## config.mk

```make
export PLATFORM = sky130hd
export DESIGN_NAME = mem_bus_arbiter
export DESIGN_NICKNAME = d
export VERILOG_FILES = /design/src/rtl/mem_bus_arbiter.sv
export SDC_FILE = /design/constraint.sdc
export NUM_CORES = 1
export LEC_CHECK = 0
export CORE_ASPECT_RATIO = 1.25
export CORE_UTILIZATION = 41
export CTS_CLUSTER_SIZE = 28
export DETAILED_ROUTE_END_ITERATION = 12
export GPL_TIMING_DRIVEN = 0
export PLACE_DENSITY = 0.86
export SYNTH_ARGS = -nofsm -noshare
export SYNTH_HDL_FRONTEND = slang
export SYNTH_SLANG_ARGS = --single-unit
```

## constraint.sdc

```tcl
create_clock -name cpu_clk_50M -period 1.6 [get_ports cpu_clk_50M]
set_input_delay 0.24 -clock cpu_clk_50M [delete_from_list [all_inputs] [get_ports cpu_clk_50M]]
set_output_delay 0.24 -clock cpu_clk_50M [all_outputs]
set_load 0.01 [all_outputs]
```

## src/rtl/mem_bus_arbiter.sv

```systemverilog
// Shares one word-wide memory bus between the fetch and data ports of the pipeline.
// Data has priority; fetch is granted after MAX_DM_STREAK consecutive data grants while it waits.
module mem_bus_arbiter #(
  parameter int MAX_DM_STREAK = 2,
  parameter int TIMEOUT       = 255
) (
  input  logic        cpu_clk_50M,
  input  logic        cpu_rst,
  input  logic        if_req,
  input  logic [31:0] if_addr,
  output logic [31:0] if_rdata,
  output logic        if_ack,
  input  logic        dm_req,
  input  logic [31:0] dm_addr,
  input  logic [3:0]  dm_we,
  input  logic [3:0]  dm_re,
  input  logic [31:0] dm_wdata,
  output logic [31:0] dm_rdata,
  output logic        dm_ack,
  output logic        bus_req,
  output logic [31:0] bus_addr,
  output logic        bus_we,
  output logic [3:0]  bus_be,
  output logic [31:0] bus_wdata,
  input  logic [31:0] bus_rdata,
  input  logic        bus_ack,
  output logic        stall_o,
  output logic        bus_err
);

  localparam int SW = (MAX_DM_STREAK < 1) ? 1 : $clog2(MAX_DM_STREAK + 1);
  localparam int TW = (TIMEOUT < 2) ? 1 : $clog2(TIMEOUT);
  localparam logic [SW-1:0] STREAK_MAX = SW'(MAX_DM_STREAK);
  localparam logic [TW-1:0] TCNT_LAST  = TW'(TIMEOUT - 1);

  typedef enum logic [1:0] {
    IDLE = 2'd0,
    BUSY = 2'd1,
    RESP = 2'd2
  } state_t;

  state_t        state;
  state_t        state_nxt;
  logic [SW-1:0] streak;
  logic [TW-1:0] tcnt;
  logic          sel_dm;
  logic          err_q;
  logic          take_dm;
  logic          take_if;
  logic          timed_out;

  // Handshake: a requester holds req (and its address/data) high until it sees a
  // one-cycle ack; the bus side holds bus_req and all bus fields stable until bus_ack.
  always_comb begin
    state_nxt = state;
    take_dm   = 1'b0;
    take_if   = 1'b0;
    timed_out = 1'b0;
    case (state)
      IDLE: begin
        if (dm_req && !(if_req && streak == STREAK_MAX)) begin
          take_dm   = 1'b1;
          state_nxt = BUSY;
        end else if (if_req) begin
          take_if   = 1'b1;
          state_nxt = BUSY;
        end
      end
      BUSY: begin
        if (bus_ack) begin
          state_nxt = RESP;
        end else if (tcnt == TCNT_LAST) begin
          timed_out = 1'b1;
          state_nxt = RESP;
        end
      end
      RESP:    state_nxt = IDLE;
      default: state_nxt = IDLE;
    endcase
  end

  always_ff @(posedge cpu_clk_50M) begin
    if (cpu_rst) begin
      state     <= IDLE;
      streak    <= '0;
      tcnt      <= '0;
      sel_dm    <= 1'b0;
      err_q     <= 1'b0;
      bus_addr  <= 32'h0;
      bus_wdata <= 32'h0;
      bus_we    <= 1'b0;
      bus_be    <= 4'h0;
      if_rdata  <= 32'h0;
      dm_rdata  <= 32'h0;
    end else begin
      state <= state_nxt;
      if (take_dm) begin
        sel_dm    <= 1'b1;
        err_q     <= 1'b0;
        tcnt      <= '0;
        bus_addr  <= dm_addr;
        bus_wdata <= dm_wdata;
        bus_we    <= |dm_we;
        bus_be    <= dm_we | dm_re;
        // Streak only grows while fetch is actually waiting behind data.
        if (!if_req) begin
          streak <= '0;
        end else if (streak != STREAK_MAX) begin
          streak <= streak + SW'(1);
        end
      end else if (take_if) begin
        sel_dm    <= 1'b0;
        err_q     <= 1'b0;
        tcnt      <= '0;
        streak    <= '0;
        bus_addr  <= if_addr;
        bus_wdata <= 32'h0;
        bus_we    <= 1'b0;
        bus_be    <= 4'hF;
      end
      if (state == BUSY) begin
        tcnt <= tcnt + TW'(1);
        if (bus_ack) begin
          if (sel_dm) begin
            dm_rdata <= bus_we ? 32'h0 : bus_rdata;
          end else begin
            if_rdata <= bus_rdata;
          end
        end else if (timed_out) begin
          err_q <= 1'b1;
          if (sel_dm) begin
            dm_rdata <= 32'h0;
          end else begin
            if_rdata <= 32'h0;
          end
        end
      end
    end
  end

  assign bus_req = (state == BUSY);
  assign if_ack  = (state == RESP) && !sel_dm;
  assign dm_ack  = (state == RESP) && sel_dm;
  assign bus_err = (state == RESP) && err_q;
  assign stall_o = ~cpu_rst & ((if_req & ~if_ack) | (dm_req & ~dm_ack));

endmodule

```

==> summary.txt, run 1 <==
Route
  – Vias: 6,418
  – WL final: 20.9 mm
  – DR iter-0 viols: roughly 380
  – Drt via density: 5.45
  – Detail Route Antenna Nets: 0
  – DRC Markers: 0
  – DRT Pass-1 Iters: 5
  – Routed WL per cell: roughly 18 microns

Floorplanning
  – Rows: 48
  – Die width: 109 microns
  – Boundary pin count: approximately 280
  – Starting Density: 42.3%
  – Total core area: 13,900 sq um
  – Die area: 14,800 sq um
  – Die Y-Extent: between 100 and 150 microns

Finish
  – Area of the multi-input gates: 2950 sq um
  – Register Area: 2960 sq um
  – Synthesis-to-layout area growth: 71.7%
  – Post-Layout Cell Count: ~1,200
  – Post-route cell area: 10,100 sq um
  – Number of nets in the layout: 1,133
  – Ant. Diodes: 0
  – Layout cells sized above 1: 16.4%
  – Fill count: 1,031

Synth
  – Count of cell types in the netlist: 43
  – Top-count cell post-synth: dfxtp_1
  – Top post-synthesis cells by area: dfxtp_1, nor3_1, a21oi_1
  – Top_reg_cell synth: dfxtp_1
  – Post-Syn Area: 5870 sq um
  – Syn Nets: 832
  – Synth async-reset ratio: 0%
  – EDFF count, synth: 0
  – Syn Area/Cell: 8.54 sq um
  – Post-synth top area share: 50.1%
  – Synthesis warning total: 0
  – Commonest cells in the netlist: dfxtp_1, nor2_1, nor3_1
  – Sequential share of the synthesized area: between 50% and 60%
  – Gate Count Post-Synth: 688
  – Leading area contributor after synthesis: dfxtp_1
  – Yosys reg bits: 147

Timing
  – Final Hold Viols: 0
  – Tcrit/Tclk final: 107%
  – Fmax achieved: 581 MHz
  – Clk_skew: 0.0104 ns
  – RSZ-0062 raised after global routing: true
  – Final min period: 1.72 ns
  – Worst Tran Pin Value: 0.656 ns
  – Worst Slack Setup Final: -0.120 ns
  – Final setup violation count: 10
  – Final Max Tran Viols: 0
  – Relative slew margins: 56.3%

Setup path
  – FF-to-FF setup slack: -0.05 ns
  – Startpoint Class: flip-flop
  – CP required: 1.36 ns
  – WP data arrival: 1.48 ns
  – Crit-path max FO: 7
  – Largest stage delay, worst path: 0.36 ns
  – Critical-path cell list: nor2b_4 -> and2_4 -> nand2b_4 -> a21oi_2 -> buf_4
  – Kind of critical path: flip-flop to primary output
  – Count of buffer and inverter cells on the critical path: 1
  – CP delay by family, top: simple AND/OR/NAND/NOR gates
  – Crit path max-delay cell type: dfxtp_4
  – CP Capture Type: primary output

GRT
  – First-pass GRT wire length: 31.3 mm
  – GRT overflow: 0
  – Pin count of the biggest net entering global routing: 17
  – Antenna violations before repair: 0
  – Number of global-route vias before repair: between 6,000 and 7,000
  – Tot GR Track Use: 27.2%

Clocking
  – Reg clk slew, reported paths: 0.06 ns
  – CTS HTree Levels: 4
  – CTS root buf: clkbuf_16
  – Clk buf depth: 2
  – Hold Buf Count CTS: 0
  – Later-pin clock latency in the skew report: 0.41 ns
  – CTS tree: done
  – Inserted Clock Buffers: 17
  – CTS sink cnt: 147

Power
  – Leakage: 4.03 nW
  – IR drop worst, VDD: 710 uV
  – Total Power: ~0.010 W
  – Pwr dens: ~1000 nW/um^2

Placed design
  – Dpl hpwl: around 15 mm
  – Port Buffers: 277
  – Dpl cells: 1,140
  – Placed inst area: 8870 sq um
  – Pre-CTS setup slack: -0.715 ns
  – Routability cong.: 0.816

Outcome
  – Failing checks: negative setup slack
  – Status: finished, violations left

Min path
  – Worst Hold Class: primary input to flip-flop

Job
  – Max Cap Viol: 0
==> registers in the layout (all words and copies together) (netlist names) <==
name,cells
state,2
bus_be,4
tcnt,8
err_q,1
bus_wdata,32
sel_dm,1
bus_we,1
bus_addr,32
streak,2
if_rdata,32
dm_rdata,32
==> final cells by class <==
cell class | count | share of cell area, %
timing repair buffer | 282 | 28.6
clock inverter | 13 | 1.51
inverter | 4 | 0.149
sequential | 147 | 29.3
clock buffer | 19 | 4.49
tap | 175 | 2.17
multi-input combinational | 471 | 29.3
buffer | 66 | 4.54
==> cells in the final DEF, fill, tap and decap left out, drive strengths merged, types with 3 or more instances in the layout <==
| master | synthesis | routed |
|---|---|---|
| a21oi | 74 | 74 |
| a22oi | 32 | 32 |
| buf | 36 | 40 |
| clkbuf | 30 | 53 |
| clkdlybuf4s50 | 0 | 239 |
| clkinv | 0 | 7 |
| dfxtp | 147 | 147 |
| dlygate4sd2 | 0 | 5 |
| dlymetal6s2s | 0 | 28 |
| ha | 3 | 3 |
| inv | 4 | 6 |
| nand2 | 71 | 71 |
| nand2b | 3 | 3 |
| nand3 | 4 | 4 |
| nor2 | 82 | 82 |
| nor3 | 75 | 75 |
| nor4 | 33 | 33 |
| o21ai | 37 | 37 |
| o31ai | 33 | 33 |
==> through the flow <==
stage	TNS, ns	hold slack [ns]	util, %
final	-0.352	0.307	72.7
after global routing	-3.63	0.333	72.7
after floorplan	0	0.376	-
after CTS	-0.148	0.401	69.2
after global placement	-37.67	0.438	63.9
after detailed placement	-40.70	0.447	63.9
==> worst min-delay path: cells and delay by family <==
family	cells	cell delay, ns
buf+inv	1	0.24
compound gates	1	0.06
simple gates	1	0.14
==> metal layers <==
metal / part of all wire [%] / vias to the layer above / track usage (%) / wire length, microns
li1: - / 3051 / - / -
met1: 37 / 3027 / 28.6 / 7720
met5: 0 / - / 0 / 0
met2: 52 / 283 / 48.7 / 10800
met3: 7.7 / 57 / 7.81 / 1600
met4: 3.7 / 0 / 13.3 / 774
==> where the power goes <==
part / switching [W] / internal [W]
Clock: 0.00166 / 0.00241
Combinational: 0.00103 / 0.00103
Sequential: 0.000142 / 0.00389
==> path summary, 6_finish.rpt <==
kind | from | end | cells after the start
min | if_req | streak[0]$_SDFFE_PP0P_ | 3
max | state[1]$_SDFFE_PP0P_ | stall_o | 5
max reg2reg | tcnt[0]$_SDFFE_PP0P_ | if_rdata[10]$_SDFFE_PP0P_ | 8
min reg2reg | streak[0]$_SDFFE_PP0P_ | streak[0]$_SDFFE_PP0P_ | 2
==> kinds of logic (layout without fill, tap and decap cells) <==
kind of cell / after synthesis / count (layout) / share of synthesized area (%)
compound gates: 183 / 183 / 20.5
simple gates: 283 / 283 / 22.4
flops: 147 / 147 / 50.1
mux: 2 / 2 / 0.383
fa+ha+maj: 3 / 3 / 0.639
buf+inv: 70 / 384 / 5.90
==> repair_timing <==
| item | CTS | global route |
|---|---|---|
| buffers inserted | 2 | 2 |
| gates resized for setup | 56 | 141 |
| pin swaps | 6 | 23 |
| endpoints found under the hold margin | 0 | 0 |
| setup endpoints to repair | 105 | 141 |
| cloned | 0 | 1 |
No activity file was read; power rests on OpenSTA's default activity.
==> run 2, diff against run 1 <==
--- a/config.mk
+++ b/config.mk
@@ -6,11 +6,11 @@
 export NUM_CORES = 1
 export LEC_CHECK = 0
 export CORE_ASPECT_RATIO = 1.25
-export CORE_UTILIZATION = 41
+export CORE_UTILIZATION = 44
 export CTS_CLUSTER_SIZE = 28
 export DETAILED_ROUTE_END_ITERATION = 12
 export GPL_TIMING_DRIVEN = 0
-export PLACE_DENSITY = 0.86
+export PLACE_DENSITY = 0.91
 export SYNTH_ARGS = -nofsm -noshare
 export SYNTH_HDL_FRONTEND = slang
 export SYNTH_SLANG_ARGS = --single-unit
==> constraint.sdc (replaced) <==
create_clock -name cpu_clk_50M -period 2.2 [get_ports cpu_clk_50M]
set_input_delay 0.33 -clock cpu_clk_50M [delete_from_list [all_inputs] [get_ports cpu_clk_50M]]
set_output_delay 0.33 -clock cpu_clk_50M [all_outputs]
set_load 0.01 [all_outputs]
==> run 2 against run 1 <==
The flow now finishes without violations. Combinational power is 34% lower. Cell count is 1.1% lower. Core utilization is 0.46 points higher. Clock skew is 0.00075 ns higher. Sequential cell count stayed put. Via count hardly changed. Sequential power is 27% lower. Die area is 6.7% lower. Wire length is 5.2% lower. Sequential share of layout area is 2.0 points higher. Clock power is 35% lower. First-iteration DRC count is 19% lower. Largest cell class unchanged. Largest power group is now registers.
==> summary.txt, run 2 (synthesis results as in run 1) <==
Outcome
  – Status: complete, no violations (was finished, violations left)

Floorplanning
  – Die area: 13,800 sq um (was 14,800 sq um)
  – Total core area: 12,800 sq um (was 13,900 sq um)
  – Boundary pin count: 279 (unchanged)
  – Die Y-Extent: 131 microns (was 136 microns)
  – Die width: 105 microns (was 109 microns)
  – Rows: 46 (was 48)
  – Starting Density: 45.8% (was 42.3%)

Timing
  – Fmax achieved: 478 MHz
  – Final setup violation count: 0 (was 10)
  – Final min period: 2.09 ns
  – Tcrit/Tclk final: 95.0%
  – WHS: 0.453 ns (was 0.307 ns)
  – RSZ-0062 raised after global routing: false (was true)
  – Relative slew margins: 54.6% (was 56.3%)
  – Final Hold Viols: 0 (unchanged)
  – Worst Slack Setup Final: 0.110 ns (was -0.120 ns)
  – Setup TNS: 0 ns (was -0.352 ns)
  – Final Max Tran Viols: 0 (unchanged)
  – Clk_skew: 0.0112 ns (was 0.0104 ns)
  – Worst Tran Pin Value: 0.681 ns (was 0.656 ns)

Placed design
  – Placed inst area: 8860 sq um (was 8870 sq um)
  – Routability cong.: 0.815 (was 0.816)
  – Dpl hpwl: 14.7 mm (was 14.8 mm)
  – Port Buffers: 277 (unchanged)
  – Pre-CTS setup slack: -0.332 ns (was -0.715 ns)

Route
  – Vias: 6,422 (was 6,418)
  – Detail Route Antenna Nets: 0 (unchanged)
  – DRC Markers: 0 (unchanged)
  – Routed WL per cell: 17.0 microns (was 17.7 microns)
  – WL final: 19.8 mm (was 20.9 mm)
  – Drt via density: 5.52 (was 5.45)
  – DRT Pass-1 Iters: 5 (unchanged)
  – DR iter-0 viols: 306 (was 379)

Setup path
  – Largest stage delay, worst path: 0.60 ns (was 0.36 ns)
  – Startpoint Class: flip-flop (unchanged)
  – Crit-path max FO: 7 (unchanged)
  – Crit path max-delay cell type: clkdlybuf4s50_1 (was dfxtp_4)
  – WP data arrival: 1.76 ns (was 1.48 ns)
  – Critical-path cell list: nor2b_2 -> nor2b_1 -> clkdlybuf4s50_1 (was nor2b_4 -> and2_4 -> nand2b_4 -> a21oi_2 -> buf_4)
  – Kind of critical path: flip-flop to primary output (unchanged)
  – CP Capture Type: primary output (unchanged)
  – CP required: 1.87 ns (was 1.36 ns)

Finish
  – Fill count: 975 (was 1,031)
  – Area of the multi-input gates: 2590 sq um (was 2950 sq um)
  – Synthesis-to-layout area growth: 59.9% (was 71.7%)
  – Layout cells sized above 1: 9.94% (was 16.4%)
  – Number of nets in the layout: 1,127 (was 1,133)
  – Register Area: 2950 sq um (was 2960 sq um)
  – Ant. Diodes: 0 (unchanged)
  – Most common cell after layout, fill and taps aside: clkdlybuf4s50_1 (unchanged)
  – Most frequent cells in the layout: clkdlybuf4s50_1, dfxtp_1, nor2_1 (unchanged)
  – Post-route cell area: 9390 sq um (was 10,100 sq um)

Power
  – Cell-internal power: 0.00496 W (was 0.00733 W)
  – Flop pwr share: 42.3% (was 39.7%)
  – Switching share of total power: 28.2% (was 27.8%)
  – Leakage: 3.33 nW (was 4.03 nW)
  – Psw: 0.00195 W (was 0.00283 W)
  – Clk network pwr share: 38.0% (was 40.1%)
  – Pwr dens: 736 nW/um^2 (was 1010 nW/um^2)
  – Gate power share: 19.7% (was 20.3%)
  – IR drop worst, VDD: 467 uV (was 710 uV)

GRT
  – Tot GR Track Use: 28.3% (was 27.2%)
  – Met3 track demand over resource: 7.94% (was 7.81%)
  – Met1 GRT Util: 30.2% (was 28.6%)
  – Antenna violations before repair: 0 (unchanged)
  – GRT busiest layer: met2 (unchanged)
  – GRT overflow: 0 (unchanged)
  – Pin count of the biggest net entering global routing: 20 (was 17)
  – First-pass GRT wire length: 31.4 mm (was 31.3 mm)
  – Number of global-route vias before repair: 6,502 (was 6,381)
  – Global Route met2 Usage: 51.2% (was 48.7%)

Min path
  – Worst Hold Class: flip-flop to flip-flop (was primary input to flip-flop)

Clocking
  – CTS sink cnt: 147 (unchanged)
  – CTS HTree Levels: 4 (unchanged)
  – Reg clk slew, reported paths: 0.06 ns (about the same)
  – Inserted Clock Buffers: 17 (unchanged)
  – CTS tree: done (unchanged)
  – CTS root buf: clkbuf_16 (unchanged)
  – Later-pin clock latency in the skew report: 0.41 ns (about the same)
  – Clk buf depth: 2 (unchanged)

Job
  – Max Cap Viol: 0 (unchanged)
-- run 2: cell types whose count changed in the layout (fill, tap and decap cells not counted), sizes merged, moves of 3 or more --
cell           before  now
clkdlybuf4s50     239  276
clkinvlp            2    5
dlygate4sd2         5    1
dlymetal6s2s       28    0
clkbuf             53   47
buf                40   36
-- run 2: worst paths after layout --
| path | endpoint | slack [ns] | cells after the start | start |
|---|---|---|---|---|
| max | if_ack | 0.11 | 3 | state[1]$_SDFFE_PP0P_ |
| min | streak[0]$_SDFFE_PP0P_ | 0.45 | 2 | streak[0]$_SDFFE_PP0P_ |
| min reg2reg | streak[0]$_SDFFE_PP0P_ | 0.45 | 2 | streak[0]$_SDFFE_PP0P_ |
| max reg2reg | dm_rdata[9]$_SDFFE_PP0P_ | 0.46 | 7 | tcnt[0]$_SDFFE_PP0P_ |
-- run 2: power groups by stage --
stage          combinational [W]  clock, W  sequential, W
3_5_place_dp             0.00135         0        0.00298
5_1_grt                  0.00146   0.00278        0.00294
6_report                 0.00136   0.00263        0.00293
4_1_cts                  0.00136   0.00266        0.00292
3_3_place_gp             0.00133         0        0.00297
2_1_floorplan           0.000528         0        0.00304
-- run 2: worst max-delay path, delay by kind of cell (launching register included) --
kind                   cells  cell delay (ns)
buffers and inverters      1             0.60
flip-flops                 1             0.38
AND/OR/NAND/NOR            2             0.38
-- run 2: per-layer routing --
layer	part of all wire [%]	wire, microns
met2	52	10300
met3	7.5	1480
met5	0	0
met1	37	7350
met4	3.2	628
-- run 2: area by class of cell --
type                       count  area share, %
sequential                   147           31.4
timing repair buffer         277           29.5
multi-input combinational    471           27.5
clock buffer                  18           4.57
buffer                        65           3.50
tap                          168           2.24
clock inverter                14           1.12
inverter                       4          0.160
-- run 2: stage by stage --
stage	total power, W	cells	util, %
6_report	0.00691	1164	73.2
5_1_grt	0.00718	1164	73.2
4_1_cts	0.00695	1164	73.2
3_5_place_dp	0.00433	1133	69.0
3_3_place_gp	0.00431	1133	69.0
2_1_floorplan	0.00357	688	-
-- run 2: timing repair --
| item | in CTS | in global routing |
|---|---|---|
| buffers inserted | 0 | 0 |
| endpoints found under the setup margin | 1 | 4 |
| resized for setup | 3 | 2 |
| gates cloned | 0 | 0 |
| hold buffers | 0 | 0 |
